File: src/rtl/id_pipe_ctrl.sv
`default_nettype none
// ============================================================================
// Module   : id_pipe_ctrl
// Purpose  : IF->ID buffer (skid or single entry) with load-use interlock
//            and a saturating stall counter.
// Revision : 1.0
// ============================================================================
module id_pipe_ctrl #(
    parameter int XLEN  = 32,
    parameter int SKID  = 1,
    parameter int CNT_W = 16
) (
    input  logic             clk,
    input  logic             rst_n,
    input  logic             flush,
    input  logic             in_valid,
    output logic             in_ready,
    input  logic [XLEN-1:0]  in_pc,
    input  logic [31:0]      in_inst,
    output logic             out_valid,
    input  logic             out_ready,
    output logic [XLEN-1:0]  out_pc,
    output logic [31:0]      out_inst,
    input  logic             exe_valid,
    input  logic             exe_mem_re,
    input  logic [4:0]       exe_rd,
    output logic             hazard,
    output logic [CNT_W-1:0] stall_cnt
);

    localparam bit               c_HAS_SKID = (SKID != 0);
    localparam logic [CNT_W-1:0] c_CNT_ONE  = {{(CNT_W-1){1'b0}}, 1'b1};
    localparam logic [CNT_W-1:0] c_CNT_MAX  = {CNT_W{1'b1}};

    // Entry 0 is the head; entry 1 only ever fills when a skid slot exists.
    logic             r_v0, r_v1;
    logic [XLEN-1:0]  r_pc0, r_pc1;
    logic [31:0]      r_inst0, r_inst1;
    logic [CNT_W-1:0] r_cnt;

    logic       w_acc, w_con;
    logic       w_v0_nxt, w_v1_nxt;
    logic       w_ld0_in, w_ld0_e1, w_ld1_in;
    logic [6:0] w_op;
    logic [4:0] w_rs1, w_rs2;
    logic       w_rs1_used, w_rs2_used, w_hazard;

    always_comb begin
        w_op       = r_inst0[6:0];
        w_rs1      = r_inst0[19:15];
        w_rs2      = r_inst0[24:20];
        w_rs1_used = !((w_op == 7'b0110111) || (w_op == 7'b0010111) || (w_op == 7'b1101111));
        w_rs2_used =  (w_op == 7'b0110011) || (w_op == 7'b0100011) || (w_op == 7'b1100011);
        w_hazard   = r_v0 & exe_valid & exe_mem_re & (exe_rd != 5'd0) &
                     ((w_rs1_used & (w_rs1 == exe_rd)) | (w_rs2_used & (w_rs2 == exe_rd)));
    end

    assign hazard    = w_hazard;
    assign out_valid = r_v0 & ~w_hazard;
    assign out_pc    = r_pc0;
    assign out_inst  = r_inst0;
    assign stall_cnt = r_cnt;

    assign w_acc = in_valid & in_ready & ~flush;
    assign w_con = out_valid & out_ready & ~flush;

    always_comb begin
        w_v0_nxt = r_v0;
        w_v1_nxt = r_v1;
        w_ld0_in = 1'b0;
        w_ld0_e1 = 1'b0;
        w_ld1_in = 1'b0;
        if (flush) begin
            w_v0_nxt = 1'b0;
            w_v1_nxt = 1'b0;
        end else begin
            case ({w_acc, w_con})
                2'b10: begin
                    if (!r_v0) begin
                        w_ld0_in = 1'b1;
                        w_v0_nxt = 1'b1;
                    end else begin
                        w_ld1_in = 1'b1;
                        w_v1_nxt = 1'b1;
                    end
                end
                2'b01: begin
                    w_ld0_e1 = r_v1;
                    w_v0_nxt = r_v1;
                    w_v1_nxt = 1'b0;
                end
                2'b11: begin
                    // Order is kept: the new beat goes to the head only if nothing waits behind it.
                    if (r_v1) begin
                        w_ld0_e1 = 1'b1;
                        w_ld1_in = 1'b1;
                    end else begin
                        w_ld0_in = 1'b1;
                    end
                end
                default: ;
            endcase
        end
        w_v1_nxt = w_v1_nxt & c_HAS_SKID;
    end

    always_ff @(posedge clk or negedge rst_n) begin
        if (!rst_n) begin
            r_v0    <= 1'b0;
            r_v1    <= 1'b0;
            r_pc0   <= '0;
            r_pc1   <= '0;
            r_inst0 <= '0;
            r_inst1 <= '0;
            r_cnt   <= '0;
        end else begin
            r_v0 <= w_v0_nxt;
            r_v1 <= w_v1_nxt;
            if (w_ld0_in) begin
                r_pc0   <= in_pc;
                r_inst0 <= in_inst;
            end else if (w_ld0_e1) begin
                r_pc0   <= r_pc1;
                r_inst0 <= r_inst1;
            end
            if (w_ld1_in) begin
                r_pc1   <= in_pc;
                r_inst1 <= in_inst;
            end
            if (w_hazard && (r_cnt != c_CNT_MAX))
                r_cnt <= r_cnt + c_CNT_ONE;
        end
    end

    generate
        if (c_HAS_SKID) begin : g_skid
            // Registered ready breaks the out_ready -> in_ready path.
            logic r_rdy;
            always_ff @(posedge clk or negedge rst_n) begin
                if (!rst_n)
                    r_rdy <= 1'b0;
                else
                    r_rdy <= ~w_v1_nxt;
            end
            assign in_ready = r_rdy;
        end else begin : g_single
            assign in_ready = ~r_v0 | (out_valid & out_ready);
        end
    endgenerate

endmodule
`default_nettype wire

File: config.mk
export PLATFORM = sky130hd
export DESIGN_NAME = id_pipe_ctrl
export DESIGN_NICKNAME = d
export VERILOG_FILES = /design/src/rtl/id_pipe_ctrl.sv
export SDC_FILE = /design/constraint.sdc
export NUM_CORES = 1
export LEC_CHECK = 0
export BUFFER_PORTS_ARGS = -buffer_cell sky130_fd_sc_hd__buf_4
export CORE_MARGIN = 2
export CORE_UTILIZATION = 40
export DETAILED_ROUTE_END_ITERATION = 12
export PLACE_DENSITY = 0.67
export SYNTH_ARGS = -nofsm -noshare
export SYNTH_HDL_FRONTEND = slang
export SYNTH_SLANG_ARGS = --single-unit
File: constraint.sdc
create_clock -name clk -period 4.6 [get_ports clk]
set_input_delay 0.92 -clock clk [delete_from_list [all_inputs] [get_ports clk]]
set_output_delay 0.92 -clock clk [all_outputs]
set_load 0.02 [all_outputs]
---- Word-level counts from Yosys, hierarchy flattened ----
Index checks and enable logic that the tools add are counted.
storage, ports and cells
  register bits ........................... 147
  logic and storage cells ................. 64
  output and inout port bits .............. 83
cells by class
  muxes and demuxes ....................... 19
  bitwise operators ....................... 15
  reduce and logical (&&, ||, !) cells .... 9
  add/subtract/negate cells ............... 1
  equality and inequality tests ........... 12
operator list
  operator                                              count
  2-to-1 mux 32 bit                                     4
  equality test 7 x 6 -> 1 bit (second input constant)  3
  adder 16 x 1 -> 16 bit (second input constant)        1
  != test 16 bit (second input constant)                1
  equality test 7 bit (second input constant)           2
  AND 1 bit                                             11
  equality test 5 bit                                   2
  2-to-1 mux 1 bit                                      10
  one-hot mux 1 bit (2 select lines)                    5
  equality test 7 x 5 -> 1 bit (second input constant)  1
  nonzero test 5 bit                                    1
  equality test 2 bit (second input constant)           2
  logical OR 1 bit                                      4
  inverter 1 bit                                        3
  nonzero test 3 bit                                    1
  equality test 2 x 1 -> 1 bit (second input constant)  1
  nonzero test 2 bit                                    1
  logical AND 1 bit                                     1
  logical NOT 1 bit                                     1
  bitwise OR 1 bit                                      1

---- Logic depth before layout (Yosys ltp) ----
Gate-level depths: netlist of run 1.
  word-level depth ........................ 16
  depth in mapped cells ................... 15
  mapped depth without buffers ............ 11

---- Worst setup path after synthesis of run 1 ----
No wires, ideal clock.
  path kind ............................... in2reg
  from .................................... input exe_rd[3]
  to ...................................... register r_inst1[0]
  stages .................................. 13
  data required time ...................... 4.475 ns
  slack ................................... 0.843 ns
  buffers on the path ..................... 3
  library setup time ...................... 0.125 ns
  data arrival time ....................... 3.632 ns
  cell sequence ........................... xor2_1 -> a2111oi_0 -> nand4_1 -> a21oi_2 -> buf_6 -> buf_2 -> nor2_1 -> inv_1 -> ha_1 -> a22oi_1 -> nor2_1 -> clkbuf_1 -> mux2_2
on the way
  word-level cells in the longest chain between the ends .. 11
RTL lines
  what                                    line  RTL
  start: declaration                      26    input logic [4:0] exe_rd,
  equality test 5 bit                     55    ((w_rs1_used & (w_rs1 == exe_rd)) | (w_rs2_used & (w_rs2 == exe_rd)));
  AND 1 bit                               55
  bitwise OR 1 bit                        55
  AND 1 bit (*)                           54    w_hazard = r_v0 & exe_valid & exe_mem_re & (exe_rd != 5'd0) &
  named net hazard                        27    output logic hazard,
  inverter 1 bit (*)                      59    assign out_valid = r_v0 & ~w_hazard;
  AND 1 bit (*)                           59
  AND 1 bit (*) (2 in series)             65    assign w_con = out_valid & out_ready & ~flush;
  equality test 2 bit                     77    case ({w_acc, w_con})
  one-hot mux 1 bit (2 select lines) (*)  77
  2-to-1 mux 1 bit (*)                    73    if (flush) begin
  end signal: assignment                  128   r_inst1 <= in_inst;
  end: declaration                        38    logic [31:0] r_inst0, r_inst1;
Mark *: on every way through the listed nets, which the timed path passes. The rest lies on a longest branch.
A chain may end at the register's enable or synchronous reset.

---- Worst setup path in the final report of run 1 ----
  from .................................... input exe_rd[3]
  to ...................................... output out_valid
on the way
  word-level cells in the longest chain between the ends .. 6
RTL lines
  what                 line  RTL
  equality test 5 bit  55
  AND 1 bit            55
  bitwise OR 1 bit     55
  AND 1 bit (*)        54
  inverter 1 bit (*)   59
  AND 1 bit (*)        59
  end: declaration     20    output logic out_valid,
Every way passes the cells marked *; elsewhere a longest branch is shown, timed or not.

==> results.txt, run 1 <==
- Level count of the clock H-tree: 4
- The number of antenna diodes in the final layout is 0.
- Die Outline Area: 16,900 µm²
- The worst setup path is captured at an output port.
- After clock tree synthesis, the clock-pin slew on the worst setup and hold paths is 60 ps.
- Sw Share: 28.1%
- Yosys mapped the design onto 36 distinct sky130hd cell types.
- Post-cts hold buffer count: 0
* Multi-input combinational cell area: 2470 µm²
* Buffers on Ports: 158
- Layout net count: 708
- Max stage delay cell, worst path: a2111oi_0
* Leftover overflow at the end of global routing: 0
- Of the total power, combinational logic draws 21.3%.
- Synth-to-Final Area Change: 31.1%
* Slowest Stage Delay on Critical Path: 350 ps
- Final critical-path required period: 3380 ps
* Count of filler cells inserted in the layout: 1,383
- Total clock buffers created by CTS: 17
- After detailed routing, the number of vias per cell comes to 5.30.
- Sequential fraction of design power: 44.1%
* Final Setup Violations: 0
* Floorplan core area: 15,700 µm²
* Final core utilization: 53.1%
- For this run, the top clock speed supported by timing is 296 MHz.
- Die width: 130 µm
* Most frequent cell after synthesis: dfrtp_1
- Worst slew margin relative to its limit: 42.5%
* Sequence of cells on the critical path: buf_4, xor2_1, a2111oi_0, nand4_1, a21oi_2, buf_4, nor2_1, buf_4
- Ranked by instance count, the synthesized netlist is headed by 147 x dfrtp_1, 67 x mux2_2, 65 x and2_1, 64 x a221o_1, 14 x nand3_1.
- Detailed routing inserted a total of 4,543 vias.
* Max-cap check violation count: 0
- Effective utilization at floorplan: 40.5%
* Static Leakage: 0.00392 µW
- After global routing, the most crowded layer is met2.
* Detailed Place HPWL: 10,300 µm
- The clock network is responsible for 34.6% of the overall power.
- The number of antenna violations at the first check in global routing is 0.
* First-pass iteration count of the detailed router: 4
* Proportion of layout cells with a drive suffix above 1: 42.7%
- Measured along the y axis, the die boundary spans 130 µm.
* Global-route wire length before repair: 24,700 µm
- Global routing consumed, over all layers together, 18.9% of the routing resources.
- Number of register bits inferred by synthesis: 147
* Violation count after the first detailed-route iteration: 256
- The final-report max-slew violation count is 0.
* Tightest Pin Transition: 863 ps
* Proportion of synthesized flip-flops having asynchronous set or reset: 100%
* Reported net switching power: 1160 µW
- The flow ran to the end, and the final reports show no timing, DRC or antenna violations.
* Setup Total Neg Slack: 0 ps
- Post-layout instance area: 8340 µm²
* Number of hold violations in the final report: 0
- For met3 alone, demand over resource in global routing was 3.77%.
- The sequential cells in the finished layout cover a total of 3680 µm².
* Dominant synthesized flop cell: dfrtp_1
- Row count: 46
- Across the VDD grid, the largest voltage drop is 0.230 mV.
* Longest Clk Path Bufs: 2
- In this run the worst path has a maximum fanout of 19.
* M1 GR Usage: 23.7%
* Net count after synthesis: 551
- I/O pin total: 159
- Worst Path Arrival: 2460 ps
- For the worst-skew pair, the clock arrives at the later sink with an insertion delay of 420 ps.
- The final layout contains routed wiring with a total length of 15,400 µm.
- The number of global-route vias before repair was 4,720.
* Area share of the largest cell type after synthesis: 57.8%
- Element type at the critical path start: primary input
- Share of the yosys chip area belonging to registers: 57.8%
- In this run the remaining antenna-violating nets after routing total 0.
* Most common cell type on the critical path: buf_4
- Library cell occupying the most area in the post-synthesis netlist: dfrtp_1
- Synth top area cells: dfrtp_1 58%, mux2_2 12%, a221o_1 10%
* Post-route worst hold slack: 500 ps
- In the final routed layout, each cell accounts on average for 18.0 µm.
- For this design the ratio of total power to cell area is 493 nW/µm².
- Clock tree from TritonCTS: done
- Number of flops mapped to enable cells by yosys: 0
- Clock sink total: 147
- GPL Wtd Cong: 0.829
- Entering global routing, the biggest net connects 94 pins.
- For met2 alone, demand over resource in global routing was 31.9%.
- Worst Path Required: 3680 ps
- Area after DPL: 7730 µm²
* Setup repair after global routing missed its margin: false
- For this run, design rule violations remaining after detail routing come to 0.
- Overall power consumption after layout is estimated at 4110 µW.
- In this run, post-CTS repair resized a total of 0 instances.
* Post-Syn Area: 6370 µm²
- Internal power contribution: 2950 µW
- The cell count after synthesis came out at 471.
- For the final database, setup skew stands at 6.82 ps.
- Synth warnings: 0
- Post-route fraction of the period consumed by the critical path: 73.5%
- In this run the clock root is driven by a clkbuf_16.
* Setup CP Type: in2out
- Setup Buffers After CTS: 0
- Avg Inst Size Synth: 13.5 µm²
- Class of the most critical hold timing path: reg2reg
[worst paths after layout]
check | startpoint | endpoint | slack, ps | depth (start not counted)
worst max-delay path | exe_rd[3] | out_valid | 1220 | 8
worst min-delay path | stall_cnt[6] | stall_cnt[6] | 500 | 1
worst max register to register | out_inst[23] | out_pc[7] | 1530 | 12
worst min register to register | stall_cnt[6] | stall_cnt[6] | 500 | 1
max in group asynchronous | rst_n | out_inst[21] | 3090 | 2
min in group asynchronous | rst_n | stall_cnt[3] | 540 | 1
[power groups by stage]
stage / clock, µW / sequential, µW / combinational [µW]
after floorplan: 0 / 1940 / 344
after global placement: 0 / 1810 / 860
after detailed placement: 0 / 1830 / 890
after CTS: 1460 / 1810 / 890
after global routing: 1520 / 1850 / 949
final: 1420 / 1810 / 877
[final cells by class]
type                    count  share of cell area, %
flip-flops and latches    147                   44.1
multi-input cells         290                   29.6
repair buffers            166                   15.4
clock buffers              19                   5.43
well taps                 216                   3.24
clock inverters            13                   1.90
inverters                   6                  0.270
[stage by stage]
stage / setup WS (ps) / std cells
detailed placement: 889 / 825
global placement: 950 / 825
finish: 1220 / 857
floorplan: 843 / 471
global route: 1030 / 857
CTS: 1230 / 857
[worst max-delay path, delay by kind of cell]
| kind | cells | cell delay (ps) |
|---|---|---|
| buffers and inverters | 3 | 570 |
| XOR/XNOR | 1 | 150 |
| AO/OA/AOI/OAI | 2 | 540 |
| AND/OR/NAND/NOR | 2 | 270 |
[layer usage]
metal  routed length (µm)  part of all wire, %
met1                 6340                   41
met2                 7980                   52
met3                  736                  4.8
met4                  337                  2.2
met5                    0                    0
[state kept, by name, summed over array words and instances (netlist names)]
name	cells
r_v1	1
stall_cnt	16
out_pc	32
r_pc1	32
in_ready	1
out_inst	32
r_inst1	32
r_v0	1
[cells by family after synthesis]
kind of cell	Yosys count	share of synthesized area, %
mux	67	11.9
compound gates	74	11.5
simple gates	122	11.3
fa+ha+maj	4	0.786
buf+inv	34	3.62
flops	147	57.8
xor+xnor	23	3.16
[cells in the final DEF (no fill, tap or decap), types with 2 or more instances in the layout]
master	Yosys	layout
and2_1	65	65
and3_1	6	6
nand4_1	8	8
xnor2_1	13	13
nand2_1	6	6
nor2_4	0	2
a221o_1	64	64
buf_4	1	162
clkbuf_16	0	17
clkinv_2	0	3
a22oi_1	2	2
mux2_2	67	67
dfrtp_1	147	147
buf_12	0	3
ha_1	4	4
clkinvlp_4	0	6
inv_1	6	6
bufinv_16	0	3
nand3_1	14	14
clkbuf_8	0	2
xor2_1	10	10
nor3_1	4	4
nor2_1	10	8
Power figures use the tool's default switching activity.
==> inputs of run 2 (changes only) <==
ABC_AREA = 1   (was default)
PLACE_DENSITY = 0.68   (was 0.67)
clock period = 2.9 ns   (was 4.6 ns; I/O delays follow)
==> run 2 against run 1 <==
Compared with the run above: via count is 31% higher; non-clock buffer count grew 2; highest routed layer unchanged; setup slack got worse by 900 ps; power is 78% higher; worst hold slack lost 420 ps; critical path depth up 8; critical path type is now reg2reg; synthesized cell count grew 86%; largest cell class unchanged.
==> results.txt, run 2 <==
- Endpoint kind of the worst setup timing path: flip-flop
* Detailed-route wire length per cell: 13.4 µm
- WL final: 16,800 µm
- Number of flops mapped to enable cells by yosys: 0
- For the worst-skew pair, the clock arrives at the later sink with an insertion delay of 420 ps.
* Max FO, Critical Path: 128
* Tightest Pin Transition: 508 ps
- Worst Path Required: 3180 ps
* Total clock buffers created by CTS: 17
- Summing every instance area after synthesis gives 6980 µm².
* Run status: finished clean
- The clock tree synthesis step divided the H-tree into 4 levels.
- Most common cell type on the critical path: nand2_1
* Die width: 136 µm
* Final Setup Violations: 0
- Entering global routing, the biggest net connects 129 pins.
- Setup Total Neg Slack: 0 ps
- Proportion of synthesized flip-flops having asynchronous set or reset: 100%
- Library cell occupying the most area in the post-synthesis netlist: dfrtp_1
* Final core utilization: 52.3%
- In the final layout, the share of cells above drive strength 1 is 20.8%.
- The cell count after synthesis came out at 874.
* Leading cell types in the layout, fill and taps excluded: 308 x nand2_1, 161 x buf_4, 147 x dfrtp_1, 134 x o21ai_0, 87 x inv_1
- Avg Inst Size Synth: 7.98 µm²
- The number of global-route vias before repair is 5,453.
* Post-route worst hold slack: 79.9 ps
* Final routed DRC violation total: 0
* F_max: 387 MHz
* Most frequent cell after synthesis: nand2_1
- Number of register bits inferred by synthesis: 147
- The clock arrives with 10.3 ps of skew.
- Worst slew margin relative to its limit: 66.1%
- Clock tree from TritonCTS: done
* Antenna cell count: 0
- Summing the sequential cell areas from Yosys gives 52.7% of the chip area.
- Longest Clk Path Bufs: 2
- For this run, the leading register cell type out of synthesis is dfrtp_1.
* Layout net count: 1,091
- Dividing the final minimum period by the clock period gives 89.0%.
* Synth warnings: 0
- The final-report max-slew violation count came to 0.
- The die is 136 µm tall.
- The congestion estimate from routability-driven global placement came to 0.836.
* Reg clk slew, reported paths: 60 ps
- The number of nets in the synthesized netlist is 954.
- Class of the most critical hold timing path: in2async
- Floorplan core area: 17,200 µm²
* Setup repair after global routing missed its margin: false
- For this design the static power due to leakage is 0.00484 µW.
- Number of hold violations in the final report: 0
- After the first detailed-routing iteration, the DRC count stood at 427.
* Row count: 48
* Final Power: 7330 µW
- Slowest Stage Delay on Critical Path: 440 ps
- Across all layers, the routed design uses 5,945 vias.
* First-pass iteration count of the detailed router: 5
* I/O pin total: 159
- By startpoint and endpoint, the worst setup path is classified as reg2reg.
- Element type at the critical path start: flip-flop
- Max stage delay cell, worst path: dfrtp_1
- Buffers on Ports: 158
* Sequence of cells on the critical path: nand2_1, nand3_1, nor3_1, nand2_1, nand2_1, nand2_2, nand2_1, inv_1, nand2_1, inv_1, ha_1, nand2_1, o21ai_0, nand2_4, buf_12, o21ai_0
* Final critical-path required period: 2580 ps
- P per Cell Area: 815 nW/µm²
- Global-route wire length before repair: 27,400 µm
* Via density: 4.77
- Data arrives at the worst endpoint at 2860 ps.
- The floorplan step defined a die boundary enclosing 18,500 µm².
- Clock sink total: 147
- Once detail routing completed, the nets flagged for antenna violations numbered 0.
- CTS root buf: clkbuf_16
* Total GRT Usage: 18.8%
- Most common cell after layout, fill and taps aside: nand2_1
- Detailed Place HPWL: 11,200 µm
* Post-cts hold buffer count: 0
- The area growth from synthesis to layout is 28.8%.
* Count of filler cells inserted in the layout: 1,658
* Synth top area cells: dfrtp_1 53%, nand2_1 17%, o21ai_0 9.6%
* Effective utilization at floorplan: 40.6%
* Initial antenna violation count: 0
- Synthesis instantiated 31 different standard cells from the library.
- Leading cell types by count after synthesis: 310 x nand2_1, 147 x dfrtp_1, 134 x o21ai_0, 87 x inv_1, 75 x nand3_1
- IR analysis of the VDD net gives a maximum drop of 0.432 mV.
* Leftover overflow at the end of global routing: 0
* Max-cap check violation count: 0
- In this run the biggest area consumer among cell types represents 52.7% of the synthesized area.
-- run 2: where the power goes --
| group | internal, µW | switching (µW) | total, µW |
|---|---|---|---|
| clock network | 1410 | 836 | 2250 |
| logic | 905 | 1110 | 2010 |
| registers | 2640 | 426 | 3070 |
| total | 4960 | 2370 | 7330 |
-- run 2: final timing paths --
check / start / to / slack, ps / cells past startpoint
max reg2reg: out_inst[6] / r_pc1[2] / 320 / 16
min reg2reg: r_inst1[8] / r_inst1[8] / 480 / 2
max: out_inst[6] / r_pc1[2] / 320 / 16
min in group clk: flush / r_v1 / 350 / 2
max in group asynchronous: rst_n / out_inst[1] / 2020 / 2
min: rst_n / r_v0 / 80 / 1
-- run 2: area by class of cell --
| cell class | count | area [µm²] | area share (%) |
|---|---|---|---|
| clock buffer | 22 | 474 | 5.28 |
| clock inverter | 8 | 128 | 1.42 |
| inverter | 90 | 340 | 3.79 |
| multi-input combinational | 587 | 2740 | 30.5 |
| sequential | 147 | 3680 | 40.9 |
| tap | 225 | 282 | 3.13 |
| timing repair buffer | 168 | 1350 | 15.0 |
-- run 2: per-stage QoR --
| stage | area, µm² | cells | worst slack, ps |
|---|---|---|---|
| finish | 8990 | 1247 | 318 |
| global route | 8990 | 1247 | 2.37 |
| CTS | 8980 | 1247 | 327 |
| detailed placement | 8380 | 1217 | 113 |
| global placement | 8380 | 1217 | 216 |
| floorplan | 6980 | 874 | 392 |
-- run 2: what timing repair did --
item | in CTS | in global routing
setup endpoints to repair | 0 | 3
gates resized for setup | 0 | 1
setup buffers | 0 | 0
-- run 2: worst max-delay path, delay by kind of cell, from the launching register on --
family,cells,cell delay [ps]
AND/OR/NAND/NOR,10,940
buffers and inverters,3,450
AO/OA/AOI/OAI,2,290
flip-flops,1,440
adder cells (fa/ha/maj),1,210
-- run 2: cell families after synthesis --
logic type               count (synthesis)  synth area share (%)
AND/OR/NAND/NOR                        420                  25.0
flip-flops                             147                  52.7
AO/OA/AOI/OAI                          141                  10.4
buffers and inverters                  140                  8.36
XOR/XNOR                                22                  2.76
adder cells (fa/ha/maj)                  4                 0.718
-- run 2: per-layer routing --
metal	part of all wire [%]	vias up	track usage (%)
met5	0	-	0
met1	46	2744	25.7
li1	-	3022	-
met3	6.3	21	5.03
met2	46	158	28.4
met4	1.7	0	7.35
==> inputs of run 3 (changes only) <==
PLACE_DENSITY = 0.61   (was 0.68)
RECOVER_POWER = 50   (was default)
SETUP_SLACK_MARGIN = 0.4   (was default)
==> run 3 against run 2 <==
Compared with the run above: the flow now finishes with violations (max-capacitance violations, max-slew violations); final cell count rose by 3.3%; wire length up 23%; worst hold slack better by 280 ps; final area grew 7.0%; clock skew is 1.3 ps lower; critical path type unchanged; largest cell class unchanged.
==> results.txt, run 3 (same netlist as run 2, synthesis figures left out) <==
- The flow ran to the end, but the final reports show violations.
- The checks that failed: max-capacitance violations, max-slew violations.
* Max FO, Critical Path: 22
- Final hold analysis gives a worst-case slack of 364 ps.
- Reg clk slew, reported paths: 60 ps
- The worst path meets setup with 462 ps of slack.
* Die width: 136 µm
- The clock passes through at most 2 buffers.
- For the pin with the worst max-slew slack, the measured transition is 1620 ps.
- The worst setup path is launched from a flip-flop.
* Final routed DRC violation total: 0
- Final critical-path required period: 2440 ps
- Summing all non-filler instances in the final layout gives an area of 9620 µm².
- First-pass iteration count of the detailed router: 5
* Via count of the first global-routing pass: 5,550
- Setup slack at placement: 178 ps
- Endpoint kind of the worst setup timing path: flip-flop
- The count of buffers added on input and output ports is 158.
- Cells with a size suffix above 1 make up 23.0% of the layout.
* Detailed-route wire length per cell: 16.0 µm
- In this run the clock root is driven by a clkbuf_16.
* Via density: 4.97
* Clock tree from TritonCTS: done
- Entering global routing, the biggest net connects 81 pins.
* Leading cell types in the layout, fill and taps excluded: 284 x nand2_1, 147 x dfrtp_1, 127 x buf_4, 94 x o21ai_0, 83 x inv_1
* Total GRT Usage: 19.0%
* Most common cell after layout, fill and taps aside: nand2_1
* Die Y: 136 µm
- Number of hold violations in the final report: 0
- Row count: 48
- Total clock buffers created by CTS: 17
- Max-cap check violation count: 1
* Initial antenna violation count: 0
- The filler cells instantiated in the layout total 1,650.
* Final Setup Violations: 0
- The clock arrives with 9.01 ps of skew.
- Setup CP Type: reg2reg
* Final core utilization: 56.0%
- WL final: 20,600 µm
* Worst slew margin relative to its limit: -7.86%
- Clock insertion delay at the later pin of the skew report: 420 ps
- The path class of the tightest hold or removal check is in2reg.
- Power spread over the standard cell area amounts to 748 nW/µm².
- The final critical path takes up 84.1% of the cycle.
- The HPWL after detailed placement is 11,200 µm.
* Static Leakage: 0.00505 µW
* Violation count after the first detailed-route iteration: 454
- For this run, the top clock speed supported by timing is 410 MHz.
- Setup slack on the worst reg-to-reg path comes out at 460 ps.
- GPL Wtd Cong: 0.768
- The floorplan step defined a core boundary enclosing 17,200 µm².
- Final ANT Viol Nets: 0
- Post-cts hold buffer count: 0
- After global routing the overflow that remains totals 0.
- I/O pin total: 159
* Worst Path Required: 3260 ps
- The first global-routing pass estimated 27,900 µm of wire.
* Worst Path Arrival: 2800 ps
- Effective utilization at floorplan: 40.6%
- Highest ir drop seen on vdd: 0.429 mV
- Setup Total Neg Slack: 0 ps
- Setup repair after global routing missed its margin: true
* Area after DPL: 8410 µm²
- In the final design database the tool counted 1,131 nets.
- Antenna cell count: 0
- Die Outline Area: 18,500 µm²
- The H-tree was split into 4 levels.
* Detailed-route via count: 6,406
- Number of pins exceeding their max-slew limit in the final report: 58
* Clock sink total: 147
- Synth-to-Final Area Change: 37.9%
-- run 3: changes by cell type in the layout (fill, tap and decap cells not counted), sizes merged --
| cell | change |
|---|---|
| clkinvlp | -1 |
| clkbuf | +61 |
| nand2 | +1 |
| buf | -18 |
| bufinv | -2 |
-- run 3: area by class of cell --
cell class / instances / area [µm²] / area share (%)
Clock buffer: 26 / 479 / 4.98
Clock inverter: 5 / 52.6 / 0.546
Inverter: 90 / 345 / 3.59
Multi-Input combinational cell: 588 / 2900 / 30.2
Sequential cell: 147 / 3680 / 38.2
Tap cell: 225 / 282 / 2.93
Timing Repair Buffer: 207 / 1880 / 19.5
-- run 3: per-stage QoR --
step	instances	power [µW]
floorplan	874	4200
global placement	1220	5070
detailed placement	1220	5110
CTS	1251	7170
global route	1288	7640
finish	1288	7190
-- run 3: critical path, cell delays in order (launching register included) --
cell,delay (ps)
dfrtp_1,420
nor2_1,120
nand2_1,100
nor3_2,190
nand2_1,90
nand2_2,70
nand2_2,60
nand2_2,60
inv_2,50
nand2_4,80
ha_4,150
inv_4,40
o22ai_4,160
nand2_4,100
buf_12,170
clkbuf_16,190
o21ai_0,180
nand2_1,80
nand2_1,50
-- run 3: routing by layer --
| metal | routed length (µm) | global-route usage (%) | vias up |
|---|---|---|---|
| met2 | 9320 | 28.3 | 177 |
| met3 | 1110 | 4.03 | 17 |
| met5 | 0 | 0 | - |
| met4 | 300 | 6.89 | 0 |
| li1 | - | - | 3130 |
| met1 | 9840 | 27.4 | 3082 |
-- run 3: worst paths after layout --
kind,startpoint,to,cells after the start
max reg2reg,out_inst[2],out_pc[6],18
max in group asynchronous,rst_n,in_ready,2
min,flush,r_v1,2
min reg2reg,r_pc1[16],r_pc1[16],2
max,out_inst[2],out_pc[6],18
min in group asynchronous,rst_n,r_inst1[7],1
-- run 3: where the power goes --
part	leakage (µW)	internal, µW	switching [µW]
clock	0.000258	1220	825
combinational	0.00290	888	1210
sequential	0.00189	2640	414
-- run 3: timing repair --
| action | 4_1_cts | 5_1_grt |
|---|---|---|
| cloned | 0 | 25 |
| setup buffers | 0 | 12 |
| resized for setup | 5 | 99 |
| setup endpoints to repair | 72 | 129 |
| pin swaps | 0 | 19 |
